[config.mk]
export PLATFORM = sky130hd
export DESIGN_NAME = ledring_tx
export DESIGN_NICKNAME = d
export VERILOG_FILES = /design/src/rtl/ledring_tx.sv
export SDC_FILE = /design/constraint.sdc
export NUM_CORES = 1
export LEC_CHECK = 0
export ABC_AREA = 1
export BUFFER_PORTS_ARGS = -buffer_cell sky130_fd_sc_hd__buf_2
export CORE_UTILIZATION = 50
export CTS_CLUSTER_SIZE = 24
export DETAILED_ROUTE_END_ITERATION = 6
export PLACE_DENSITY = 0.68
export SYNTH_ARGS = -nofsm -noshare
export SYNTH_HDL_FRONTEND = slang
export SYNTH_SLANG_ARGS = --single-unit
[constraint.sdc]
create_clock -name clk -period 2.2 [get_ports clk]
set_input_delay 0.22 -clock clk [delete_from_list [all_inputs] [get_ports clk]]
set_output_delay 0.22 -clock clk [all_outputs]
set_load 0.005 [all_outputs]
[src/rtl/ledring_tx.sv]
// rtl/ledring_tx.sv - WS2812-style pixel ring transmitter; define LEDRING_BRIGHTNESS_EN to add brightness scaling.
// Start-accept edge to done edge is exactly 1 + 24*NUM_LEDS*BIT_CYC + LATCH_CYC cycles.
module ledring_tx #(
    parameter int NUM_LEDS  = 16,
    parameter int T0H_CYC   = 20,
    parameter int T1H_CYC   = 40,
    parameter int BIT_CYC   = 63,
    parameter int LATCH_CYC = 15000,
    parameter int AW        = (NUM_LEDS > 1) ? $clog2(NUM_LEDS) : 1
) (
    input  logic          clk,
    input  logic          rst_n,
    input  logic          start,
    output logic          busy,
    output logic          done,
    output logic [AW-1:0] pix_addr,
    output logic          pix_rd,
`ifdef LEDRING_BRIGHTNESS_EN
    input  logic [7:0]    brightness,
`endif
    input  logic [23:0]   pix_data,
    output logic          ledring_n
);

    localparam int CMAX = (LATCH_CYC > BIT_CYC) ? LATCH_CYC : BIT_CYC;
    localparam int CW   = $clog2(CMAX + 1);

    localparam logic [CW-1:0] BIT_LAST   = CW'(BIT_CYC - 1);
    localparam logic [CW-1:0] LATCH_LAST = CW'(LATCH_CYC - 1);
    localparam logic [CW-1:0] T0H        = CW'(T0H_CYC);
    localparam logic [CW-1:0] T1H        = CW'(T1H_CYC);
    localparam logic [AW-1:0] PIX_LAST   = AW'(NUM_LEDS - 1);

    typedef enum logic [1:0] {S_IDLE, S_FETCH, S_SHIFT, S_LATCH} state_t;

    state_t         state_q, state_d;
    logic [CW-1:0]  cnt_q, cnt_d;
    logic [4:0]     bit_q, bit_d;
    logic [AW-1:0]  pix_q, pix_d;
    logic [AW-1:0]  addr_q, addr_d;
    logic [23:0]    shift_q, shift_d;
    logic [23:0]    word_q, word_d;
    logic           rd_q, rd_d;
    logic           rd_dly_q;
    logic           ledring_n_q, ledring_n_d;
    logic           done_q, done_d;
    logic           boot_q, boot_d;

    logic [23:0]    cap_val;
    logic           cur_bit;
    logic [CW-1:0]  th;

`ifdef LEDRING_BRIGHTNESS_EN
    function automatic logic [7:0] scale8(input logic [7:0] ch, input logic [7:0] lvl);
        logic [15:0] prod;
        prod = 16'(ch) * (16'(lvl) + 16'd1);
        return 8'(prod >> 8);
    endfunction

    assign cap_val = {scale8(pix_data[23:16], brightness),
                      scale8(pix_data[15:8],  brightness),
                      scale8(pix_data[7:0],   brightness)};
`else
    assign cap_val = pix_data;
`endif

    // Pixel 0 is captured during its own first bit cycle, so its MSB comes straight from the bus.
    assign cur_bit = (rd_dly_q && bit_q == 5'd0) ? cap_val[23] : shift_q[23];
    assign th      = cur_bit ? T1H : T0H;

    always_comb begin
        state_d     = state_q;
        cnt_d       = cnt_q;
        bit_d       = bit_q;
        pix_d       = pix_q;
        addr_d      = addr_q;
        shift_d     = shift_q;
        word_d      = word_q;
        rd_d        = 1'b0;
        ledring_n_d = 1'b1;
        done_d      = 1'b0;
        boot_d      = boot_q;

        if (rd_dly_q) begin
            if (bit_q == 5'd0) shift_d = cap_val;
            else               word_d  = cap_val;
        end

        unique case (state_q)
            S_IDLE: begin
                cnt_d = '0;
                if (boot_q) begin
                    state_d = S_LATCH;
                end else if (start) begin
                    state_d = S_FETCH;
                    rd_d    = 1'b1;
                    addr_d  = '0;
                    pix_d   = '0;
                    bit_d   = '0;
                end
            end
            S_FETCH: begin
                state_d     = S_SHIFT;
                cnt_d       = '0;
                ledring_n_d = 1'b0;
            end
            S_SHIFT: begin
                if (bit_q == 5'd23 && cnt_q == '0 && pix_q != PIX_LAST) begin
                    rd_d   = 1'b1;
                    addr_d = pix_q + AW'(1);
                end
                if (cnt_q == BIT_LAST) begin
                    cnt_d = '0;
                    if (bit_q != 5'd23) begin
                        bit_d       = bit_q + 5'd1;
                        shift_d     = {shift_q[22:0], 1'b0};
                        ledring_n_d = 1'b0;
                    end else if (pix_q != PIX_LAST) begin
                        bit_d       = '0;
                        pix_d       = pix_q + AW'(1);
                        shift_d     = word_q;
                        ledring_n_d = 1'b0;
                    end else begin
                        state_d = S_LATCH;
                    end
                end else begin
                    cnt_d       = cnt_q + CW'(1);
                    ledring_n_d = (cnt_d >= th);
                end
            end
            S_LATCH: begin
                if (cnt_q == LATCH_LAST) begin
                    state_d = S_IDLE;
                    cnt_d   = '0;
                    done_d  = !boot_q;
                    boot_d  = 1'b0;
                end else begin
                    cnt_d = cnt_q + CW'(1);
                end
            end
            default: state_d = S_IDLE;
        endcase
    end

    always_ff @(posedge clk) begin
        if (!rst_n) begin
            state_q     <= S_IDLE;
            cnt_q       <= '0;
            bit_q       <= '0;
            pix_q       <= '0;
            addr_q      <= '0;
            shift_q     <= '0;
            word_q      <= '0;
            rd_q        <= 1'b0;
            rd_dly_q    <= 1'b0;
            ledring_n_q <= 1'b1;
            done_q      <= 1'b0;
            boot_q      <= 1'b1;
        end else begin
            state_q     <= state_d;
            cnt_q       <= cnt_d;
            bit_q       <= bit_d;
            pix_q       <= pix_d;
            addr_q      <= addr_d;
            shift_q     <= shift_d;
            word_q      <= word_d;
            rd_q        <= rd_d;
            rd_dly_q    <= rd_q;
            ledring_n_q <= ledring_n_d;
            done_q      <= done_d;
            boot_q      <= boot_d;
        end
    end

    assign busy      = (state_q != S_IDLE);
    assign done      = done_q;
    assign pix_rd    = rd_q;
    assign pix_addr  = addr_q;
    assign ledring_n = ledring_n_q;

endmodule
==> summary.txt, run 1 <==
Routing
  • Drt drc: 0
  • Total wire length after detailed routing: 9280 um
  • Number of vias per cell after detailed routing: 5.22
  • Number of iterations in the first detailed-routing pass: 4
  • Total number of vias: 3846
  • Detail Route Antenna Nets: 0
  • Number of DRC markers after the initial detailed-route iteration: 119
  • WL/cell: 12.6 um

STA
  • RSZ-0062 raised after global routing: false
  • Relative slew slack: 0.644
  • Final-report hold violation count: 0
  • Transition time of the tightest slew-check pin: 0.531 ns
  • Final period demand of the worst path: 1.96 ns
  • Count of endpoints failing setup in the final report: 0
  • Final clock period utilization by the worst path: 0.892
  • Max-slew violation count: 0
  • Clock Skew: 0.0130 ns
  • Maximum operating frequency: 0.510 GHz
  • Sum of negative setup slack: 0 ns

Synthesis
  • Sequential fraction of the synthesis area: 0.396
  • Top cells by instance count after synthesis: nand2_1 (141), nor2_1 (100), dfxtp_1 (82)
  • Area fraction of the dominant cell type after synthesis: 0.396
  • Library cell with the highest instance count after synthesis: nand2_1
  • Async SR Flop Fraction: 0
  • Number of distinct library cell variants in the gate-level netlist after synthesis: 37
  • Yosys warnings: 0
  • Top flip-flop cell by instance count after synthesis: dfxtp_1
  • Syn avg cell area: 6.91 um^2
  • Area contributors post-synth: dfxtp_1 (40%), nand2_1 (13%), nor2_1 (9.0%)
  • Gate count after technology mapping: 600
  • Post-synthesis cell type with the largest combined area: dfxtp_1
  • Post-synthesis register bit count: 82
  • Post-Syn Nets: 639
  • Netlist area before placement: 0.00415 mm^2
  • Number of flops mapped to enable cells by yosys: 0

Clock tree
  • CTS max path bufs: 2
  • CTS Buf Count: 9
  • Buffer type at the clock tree root: clkbuf_8
  • Post-CTS Hold Fix Bufs: 0
  • CTS tree: built
  • Clock Pin Slew Worst Setup and Hold Paths: 0.08 ns
  • CTS sink cnt: 82
  • Source-to-sink clock delay at the later pin of the worst-skew pair: 0.36 ns
  • H-tree levels: 3

Global routing
  • Wire length of the first global-routing pass: 16000 um
  • Initial antenna violation count: 0
  • Pin count of the biggest net entering global routing: 35
  • Global routing usage summed across all routing layers: 0.230
  • Vias in the first global route: 3675
  • Total gr overflow: 0

Placed design
  • Half-perimeter wire length after placement: 6410 um
  • Global placement routability congestion: 0.863
  • I/O Buffers: 34

Cells and area
  • Core utilization of the finished layout: 0.586
  • Diodes inserted: 0
  • Ratio of cells with drive above 1 in the final layout: 0.128
  • Area of the multi-input gates: 0.00215 mm^2
  • Number of filler cells placed in the layout: 766
  • Area taken by flip-flops and latches: 0.00164 mm^2
  • Synthesis-to-layout area growth: 11.4%
  • Fin nets: 670

Floorplanning
  • Starting density of the core: 0.526
  • Die boundary width: 93.1 um
  • Vert. Die Dim: 93.1 um
  • Area of the core: 0.00789 mm^2
  • Number of rows created at floorplan: 32
  • I/O pins: 35
  • Die outline area: 0.00867 mm^2

Run status
  • Status: finished clean

Critical path
  • Highest net fanout along the worst path: 5
  • Arrival time at the worst endpoint: 2.21 ns
  • Classification of the worst setup path: reg -> reg
  • Critical path capture point type: flip-flop
  • Type of element launching the critical path: flip-flop
  • Critical path required time: 2.45 ns

Power and ir drop
  • Worst supply voltage drop on vdd: 0.000418 V
  • Leakage dissipation: 2.11 nW
  • Total power per unit cell area: 732 mW/mm^2

Hold path
  • Classification of the worst-slack hold path: in -> reg

Run
  • Max-cap viol count: 0
## per-stage QoR
step                      power (mW)  instance area [um^2]  setup slack, ns  instances  hold WS (ns)
final                           3.38                  4620            0.238        737         0.112
after global routing            3.56                  4620          0.00731        737         0.111
after CTS                       3.41                  4600            0.168        736        0.0998
after detailed placement        2.27                  4400            0.197        721         0.447
after global placement          2.25                  4400            0.265        721         0.441
after floorplan                 2.09                  4150            0.362        600         0.368
## worst max-delay path, stage by stage (launching register included)
cell and delay (ns):
dfxtp_1 0.35, inv_1 0.09, ha_1 0.15, inv_1 0.05, nor2_2 0.11, nand3_1 0.12
nand2_1 0.11, nand2_2 0.09, ha_1 0.21, inv_1 0.05, nand3_1 0.10, nor2_1 0.10
nand2_1 0.06, nor2_1 0.09, nand3_1 0.08, nand2_1 0.06, nand2_1 0.04
## final cells by class
cell class                      count  share of cell area
Multi-Input combinational cell    432               0.465
Sequential cell                    82               0.355
Timing Repair Buffer               44              0.0566
Inverter                           62              0.0514
Clock buffer                       13              0.0365
Tap cell                          102              0.0276
Clock inverter                      2             0.00758
## per-layer routing
| layer | GRT usage | share of wire |
|---|---|---|
| met3 | 0.0512 | 0.044 |
| met1 | 0.279 | 0.46 |
| met4 | 0.0846 | 0.013 |
| met2 | 0.397 | 0.48 |
| met5 | 0 | 0 |
## where the power goes
part,internal (mW),switching (mW)
logic,0.224,0.453
clock network,0.610,0.525
registers,1.53,0.0410
total,2.36,1.02
## layout by cell type, fill, tap and decap left out, types with 2 or more instances in the layout
cell type  count
nand4_1        6
dfxtp_1       82
ha_1          12
nor2_2         4
o21ai_0       39
inv_1         58
o21ai_1        9
a31oi_1        4
o211ai_1       7
buf_2         34
nand2_1      140
clkinv_2       2
nand2_2        4
nor3_4         2
o22ai_1        8
a21oi_1       32
clkbuf_8      12
nand2_4        4
nor2_1        98
mux2i_1        3
buf_4          8
nor3_1         2
xor2_1         6
nand3_1       42
## cells by family after synthesis
logic type | count (synthesis) | share of synthesized area
and+or+nand+nor | 308 | 0.322
AOI/OAI and AO/OA | 102 | 0.136
buffers and inverters | 86 | 0.0881
DFF | 82 | 0.396
adders and majority gates | 12 | 0.0362
xor gates and xnor gates | 7 | 0.0148
muxes | 3 | 0.00724
## timing repair
| item | CTS | global route |
|---|---|---|
| gates resized for setup | 0 | 5 |
| buffers inserted | 0 | 1 |
| endpoints found under the setup margin | 0 | 10 |
## registers in the layout (all words and copies together), names as in the netlist
register / count
shift_q: 24
word_q: 24
cnt_q: 14
bit_q: 5
pix_addr: 4
pix_q: 4
state_q: 2
boot_q: 1
done: 1
ledring_n: 1
pix_rd: 1
rd_dly_q: 1
## path summary, 6_finish.rpt
check | slack, ns | startpoint | cells past startpoint | endpoint
hold reg to reg | 0.46 | pix_addr[3]$_SDFFE_PN0P_ | 2 | pix_addr[3]$_SDFFE_PN0P_
setup reg to reg | 0.24 | bit_q[0]$_SDFFE_PN0P_ | 16 | ledring_n$_SDFF_PN1_
setup / recovery | 0.24 | bit_q[0]$_SDFFE_PN0P_ | 16 | ledring_n$_SDFF_PN1_
hold / removal | 0.11 | pix_data[18] | 3 | word_q[18]$_SDFFE_PN0P_
No activity file was read; power rests on OpenSTA's default activity.
==> inputs of run 2 (changes only) <==
CORE_UTILIZATION = 46   (was 50)
PLACE_DENSITY = 0.63   (was 0.68)
==> run 2 against run 1 <==
  * Clock skew down 0.0039 ns
  * Global-route usage down 1.8 points
  * Total power down 0.62%
  * First-iteration DRC count up 15%
  * Critical path depth down 8
  * Die area up 8.5%
  * Combinational power up 3.1%
  * Sequential share of layout area about the same
  * Hold slack better by 0.021 ns
  * Sequential power about the same
  * Wire length up 2.8%
  * Maximum frequency up 1.4%
==> summary.txt, run 2 (synthesized netlist as in run 1, its figures left out) <==
Global routing
  • Pin count of the biggest net entering global routing: 47
  • Vias in the first global route: 3649
  • Total gr overflow: 0
  • Global routing usage summed across all routing layers: 0.212
  • Initial antenna violation count: 0
  • Wire length of the first global-routing pass: 16600 um

Clock tree
  • CTS max path bufs: 2
  • Count of cells resized by post-cts repair: 0
  • Source-to-sink clock delay at the later pin of the worst-skew pair: 0.34 ns
  • # Post-CTS Setup Buffers: 0
  • Post-CTS Hold Fix Bufs: 0
  • CTS sink cnt: 82
  • CTS Buf Count: 9
  • CTS tree: built
  • Clock Pin Slew Worst Setup and Hold Paths: 0.08 ns
  • Buffer type at the clock tree root: clkbuf_8
  • H-tree levels: 3

Critical path
  • Highest net fanout along the worst path: 14
  • Critical path required time: 2.43 ns
  • Cell-by-cell trace of the critical path: inv_1 -> ha_1 -> nor3b_2 -> nand2_2 -> nor2_8 -> nand2_2 -> o21ai_0 -> nor2_1
  • Type of element launching the critical path: flip-flop
  • Classification of the worst setup path: reg -> reg
  • Critical path capture point type: flip-flop
  • Cell with the biggest individual delay on the critical path: dfxtp_1
  • Buffer and inverter count on the worst path: 1
  • Arrival time at the worst endpoint: 2.16 ns
  • Crit-path max cell delay: 0.35 ns
  • CP dominant cell by count: nand2_2
  • Gate family responsible for the most delay along the worst path: simple AND/OR/NAND/NOR gates

Floorplanning
  • Area of the core: 0.00872 mm^2
  • I/O pins: 35
  • Starting density of the core: 0.476
  • Vert. Die Dim: 97.0 um
  • Number of rows created at floorplan: 34
  • Die boundary width: 97.0 um
  • Die outline area: 0.00940 mm^2

Run status
  • Status: finished clean

Cells and area
  • Fin nets: 672
  • Largest registers: shift_q: 24 flops, word_q: 24 flops, cnt_q: 14 flops
  • Synthesis-to-layout area growth: 11.3%
  • Number of filler cells placed in the layout: 892
  • Ratio of cells with drive above 1 in the final layout: 0.124
  • Non-filler instance count after layout: 744
  • Most common library cell in the layout ignoring fill and taps: nand2_1
  • Commonest cells after routing, fill and taps aside: nand2_1 (141), nor2_1 (100), dfxtp_1 (82)
  • Core utilization of the finished layout: 0.529
  • Diodes inserted: 0
  • Cell area after layout: 0.00462 mm^2

Placed design
  • Global placement routability congestion: 0.877
  • Placed cell count: 730
  • Half-perimeter wire length after placement: 6620 um
  • Area of placed instances: 0.00443 mm^2
  • Pre-CTS WS: 0.273 ns
  • I/O Buffers: 34

STA
  • Final period demand of the worst path: 1.93 ns
  • Maximum operating frequency: 0.517 GHz
  • Count of endpoints failing setup in the final report: 0
  • Final setup margin: 0.265 ns
  • Final clock period utilization by the worst path: 0.879
  • Sum of negative setup slack: 0 ns
  • Clock Skew: 0.00906 ns
  • RSZ-0062 raised after global routing: false
  • Hold WS: 0.133 ns
  • Final-report hold violation count: 0
  • Transition time of the tightest slew-check pin: 0.506 ns
  • Max-slew violation count: 0
  • Relative slew slack: 0.661

Routing
  • Drt drc: 0
  • Detail Route Antenna Nets: 0
  • Number of vias per cell after detailed routing: 5.11
  • Number of DRC markers after the initial detailed-route iteration: 137
  • Number of iterations in the first detailed-routing pass: 4
  • Total wire length after detailed routing: 9540 um
  • Total number of vias: 3802
  • WL/cell: 12.8 um

Power and ir drop
  • Final Total Pwr: 3.36 mW
  • Total power per unit cell area: 728 mW/mm^2
  • Leakage dissipation: 2.12 nW
  • Worst supply voltage drop on vdd: 0.000368 V

Run
  • Max-cap viol count: 0

Hold path
  • Classification of the worst-slack hold path: in -> reg
==> run 2: power by group <==
part           switching (mW)  leakage (nW)  total, mW  internal [mW]
clock                   0.522         0.101       1.09          0.571
combinational           0.464          1.36      0.697          0.233
sequential             0.0421         0.661       1.57           1.53
==> run 2: tightest hold or removal path, delay by kind of cell <==
| kind | cells | cell delay, ns |
|---|---|---|
| buf+inv | 2 | 0.15 |
| compound gates | 1 | 0.05 |
==> run 2: path summary, 6_finish.rpt <==
kind         depth (start not counted)                      from                       end  slack, ns
max                                  8       cnt_q[0]$_SDFF_PN0_    shift_q[18]$_SDFF_PN0_       0.27
min                                  3              pix_data[18]   word_q[18]$_SDFFE_PN0P_       0.13
max reg2reg                          8       cnt_q[0]$_SDFF_PN0_    shift_q[18]$_SDFF_PN0_       0.27
min reg2reg                          2  pix_addr[0]$_SDFFE_PN0P_  pix_addr[0]$_SDFFE_PN0P_       0.47
==> run 2: area by class of cell <==
class                   count  area, um^2  area share
flip-flops and latches     82        1640       0.356
well taps                 108         135      0.0293
repair buffers             46         273      0.0591
multi-input cells         432        2140       0.464
inverters                  62         234      0.0507
clock buffers              11         151      0.0328
clock inverters             3        40.0     0.00867
==> run 2: metal layers <==
metal / global-route usage / vias to the layer above / part of all wire
li1: - / 1992 / -
met2: 0.353 / 68 / 0.46
met4: 0.0746 / 0 / 0.017
met1: 0.279 / 1728 / 0.49
met5: 0 / - / 0
met3: 0.0303 / 14 / 0.032
==> inputs of run 3 (changes only) <==
CAP_MARGIN = 20   (was default)
CORE_ASPECT_RATIO = 0.6   (was default)
==> run 3 against run 2 <==
  * Wire length increased by 4.0%
  * Sequential cell count unchanged
  * First-iteration DRC count grew 130%
==> summary.txt, run 3 (synthesized netlist as in run 1, its figures left out) <==
STA
  • Max-slew violation count: 0
  • Final period demand of the worst path: 1.96 ns
  • Transition time of the tightest slew-check pin: 0.520 ns
  • Count of endpoints failing setup in the final report: 0
  • Final clock period utilization by the worst path: 0.889
  • Final-report hold violation count: 0
  • Maximum operating frequency: 0.511 GHz
  • Sum of negative setup slack: 0 ns
  • Clock Skew: 0.00361 ns
  • Relative slew slack: 0.651
  • RSZ-0062 raised after global routing: false

Global routing
  • Wire length of the first global-routing pass: 16300 um
  • Pin count of the biggest net entering global routing: 35
  • Total gr overflow: 0
  • Global routing usage summed across all routing layers: 0.220
  • Vias in the first global route: 3293
  • Initial antenna violation count: 0

Clock tree
  • CTS max path bufs: 2
  • Buffer type at the clock tree root: clkbuf_16
  • Clock Pin Slew Worst Setup and Hold Paths: 0.06 ns
  • CTS Buf Count: 9
  • CTS sink cnt: 82
  • # Post-CTS Setup Buffers: 0
  • CTS tree: built
  • Source-to-sink clock delay at the later pin of the worst-skew pair: 0.34 ns
  • H-tree levels: 3

Critical path
  • Type of element launching the critical path: flip-flop
  • Critical path required time: 2.43 ns
  • Capturing point of the worst reg2reg path: shift_q[8]$_SDFF_PN0_
  • Classification of the worst setup path: reg -> reg
  • Depth of the critical timing path with buffers and inverters included: 8
  • Gate family responsible for the most delay along the worst path: simple AND/OR/NAND/NOR gates
  • Arrival time at the worst endpoint: 2.19 ns
  • Critical path capture point type: flip-flop
  • Buffer and inverter count on the worst path: 1
  • Launch instance of the worst register-to-register path: bit_q[1]$_SDFFE_PN0P_
  • Crit-path max cell delay: 0.40 ns
  • Cell-by-cell trace of the critical path: ha_1 -> nand2_2 -> nor3_4 -> o21ai_4 -> clkinv_2 -> nand2_4 -> o22ai_1 -> nor2_1
  • Capturing element of the worst setup path: shift_q[8]$_SDFF_PN0_
  • Register-to-Register Path Depth: 8
  • Cell with the biggest individual delay on the critical path: nor3_4
  • Highest net fanout along the worst path: 14
  • Critical path origin: bit_q[1]$_SDFFE_PN0P_
  • Setup slack of the most critical reg-to-reg path: 0.24 ns

Cells and area
  • Synthesis-to-layout area growth: 13.0%
  • Fin nets: 671
  • Diodes inserted: 0
  • Largest registers: shift_q: 24 flops, word_q: 24 flops, cnt_q: 14 flops
  • Ratio of cells with drive above 1 in the final layout: 0.127
  • Commonest cells after routing, fill and taps aside: nand2_1 (140), nor2_1 (99), dfxtp_1 (82)
  • Most common library cell in the layout ignoring fill and taps: nand2_1

Power and ir drop
  • Switching power of the nets: 1.12 mW
  • Clock network fraction of design power: 0.378
  • Total power per unit cell area: 785 mW/mm^2
  • Final Total Pwr: 3.68 mW
  • Share of total power in combinational logic: 0.194
  • Worst supply voltage drop on vdd: 0.000324 V
  • Leakage dissipation: 2.14 nW
  • Power Internal: 2.56 mW
  • Switching Fraction: 0.303
  • Sequential share of power: 0.427

Floorplanning
  • Starting density of the core: 0.481
  • Number of rows created at floorplan: 26
  • Vert. Die Dim: 75.6 um
  • Die boundary width: 125 um
  • I/O pins: 35
  • Area of the core: 0.00862 mm^2
  • Die outline area: 0.00942 mm^2

Run status
  • Status: finished clean

Routing
  • Number of iterations in the first detailed-routing pass: 5
  • Total number of vias: 3802
  • Drt drc: 0
  • Detail Route Antenna Nets: 0
  • Number of vias per cell after detailed routing: 5.08
  • WL/cell: 13.2 um
  • Total wire length after detailed routing: 9920 um
  • Number of DRC markers after the initial detailed-route iteration: 309

Run
  • Max-cap viol count: 0

Placed design
  • Global placement routability congestion: 0.865
  • Half-perimeter wire length after placement: 7050 um
  • I/O Buffers: 34

Hold path
  • Hold path cells: 3
  • Classification of the worst-slack hold path: in -> reg
[run 3: changes by cell type in the layout (fill, tap and decap cells not counted)]
cell,delta
clkbuf_8,-10
clkbuf_16,+9
clkinvlp_4,+2
buf_12,-1
bufinv_16,-1
clkbuf_1,+1
clkinv_2,+1
nand2_1,-1
nand2_2,+1
nor2_1,-1
nor2_2,+1
[run 3: repair_timing]
action,CTS,global route
endpoints found under the setup margin,0,1
hold buffers,0,0
gates resized for setup,0,2
[run 3: how the worst min path moves through the flow]
stage / start / endpoint / slack (ns)
floorplan: pix_data[23] / word_q[23]$_SDFFE_PN0P_ / 0.37
global placement: pix_addr[2]$_SDFFE_PN0P_ / pix_addr[2]$_SDFFE_PN0P_ / 0.45
detailed placement: pix_rd$_SDFF_PN0_ / rd_dly_q$_SDFF_PN0_ / 0.45
CTS: pix_data[13] / word_q[13]$_SDFFE_PN0P_ / 0.13
global route: pix_data[14] / word_q[14]$_SDFFE_PN0P_ / 0.15
finish: pix_data[19] / word_q[19]$_SDFFE_PN0P_ / 0.14
[run 3: final cells by class]
cell class	instances	area (um^2)
clock inverters	5	30.0
well taps	112	140
flip-flops and latches	82	1640
clock buffers	11	243
multi-input cells	432	2150
inverters	62	234
repair buffers	45	253
fillers	858	3930
[run 3: worst min-delay path: cells and delay by family]
kind,cells,cell delay [ns]
AO/OA/AOI/OAI,1,0.11
buffers and inverters,2,0.11
[run 3: power by group through the flow]
stage	clock network (mW)	registers (mW)	logic, mW
global route	1.48	1.58	0.815
finish	1.39	1.57	0.715
CTS	1.42	1.57	0.717
global placement	0	1.60	0.699
detailed placement	0	1.61	0.714
floorplan	0	1.60	0.496
[run 3: layer usage]
| layer | up-vias | track usage | wire length [um] |
|---|---|---|---|
| met2 | 100 | 0.311 | 3740 |
| li1 | 1995 | - | - |
| met4 | 0 | 0.0803 | 121 |
| met3 | 14 | 0.0463 | 514 |
| met1 | 1693 | 0.328 | 5540 |
| met5 | - | 0 | 0 |
[run 3: through the flow]
stage | setup WS (ns) | hold WS, ns | instance area [um^2] | util | instances
finish | 0.243 | 0.142 | 4690 | 0.544 | 749
global placement | 0.261 | 0.447 | 4410 | 0.512 | 733
floorplan | 0.362 | 0.368 | 4150 | - | 600
global route | 0.0397 | 0.149 | 4690 | 0.544 | 749
detailed placement | 0.245 | 0.451 | 4410 | 0.512 | 733
CTS | 0.225 | 0.134 | 4680 | 0.543 | 749
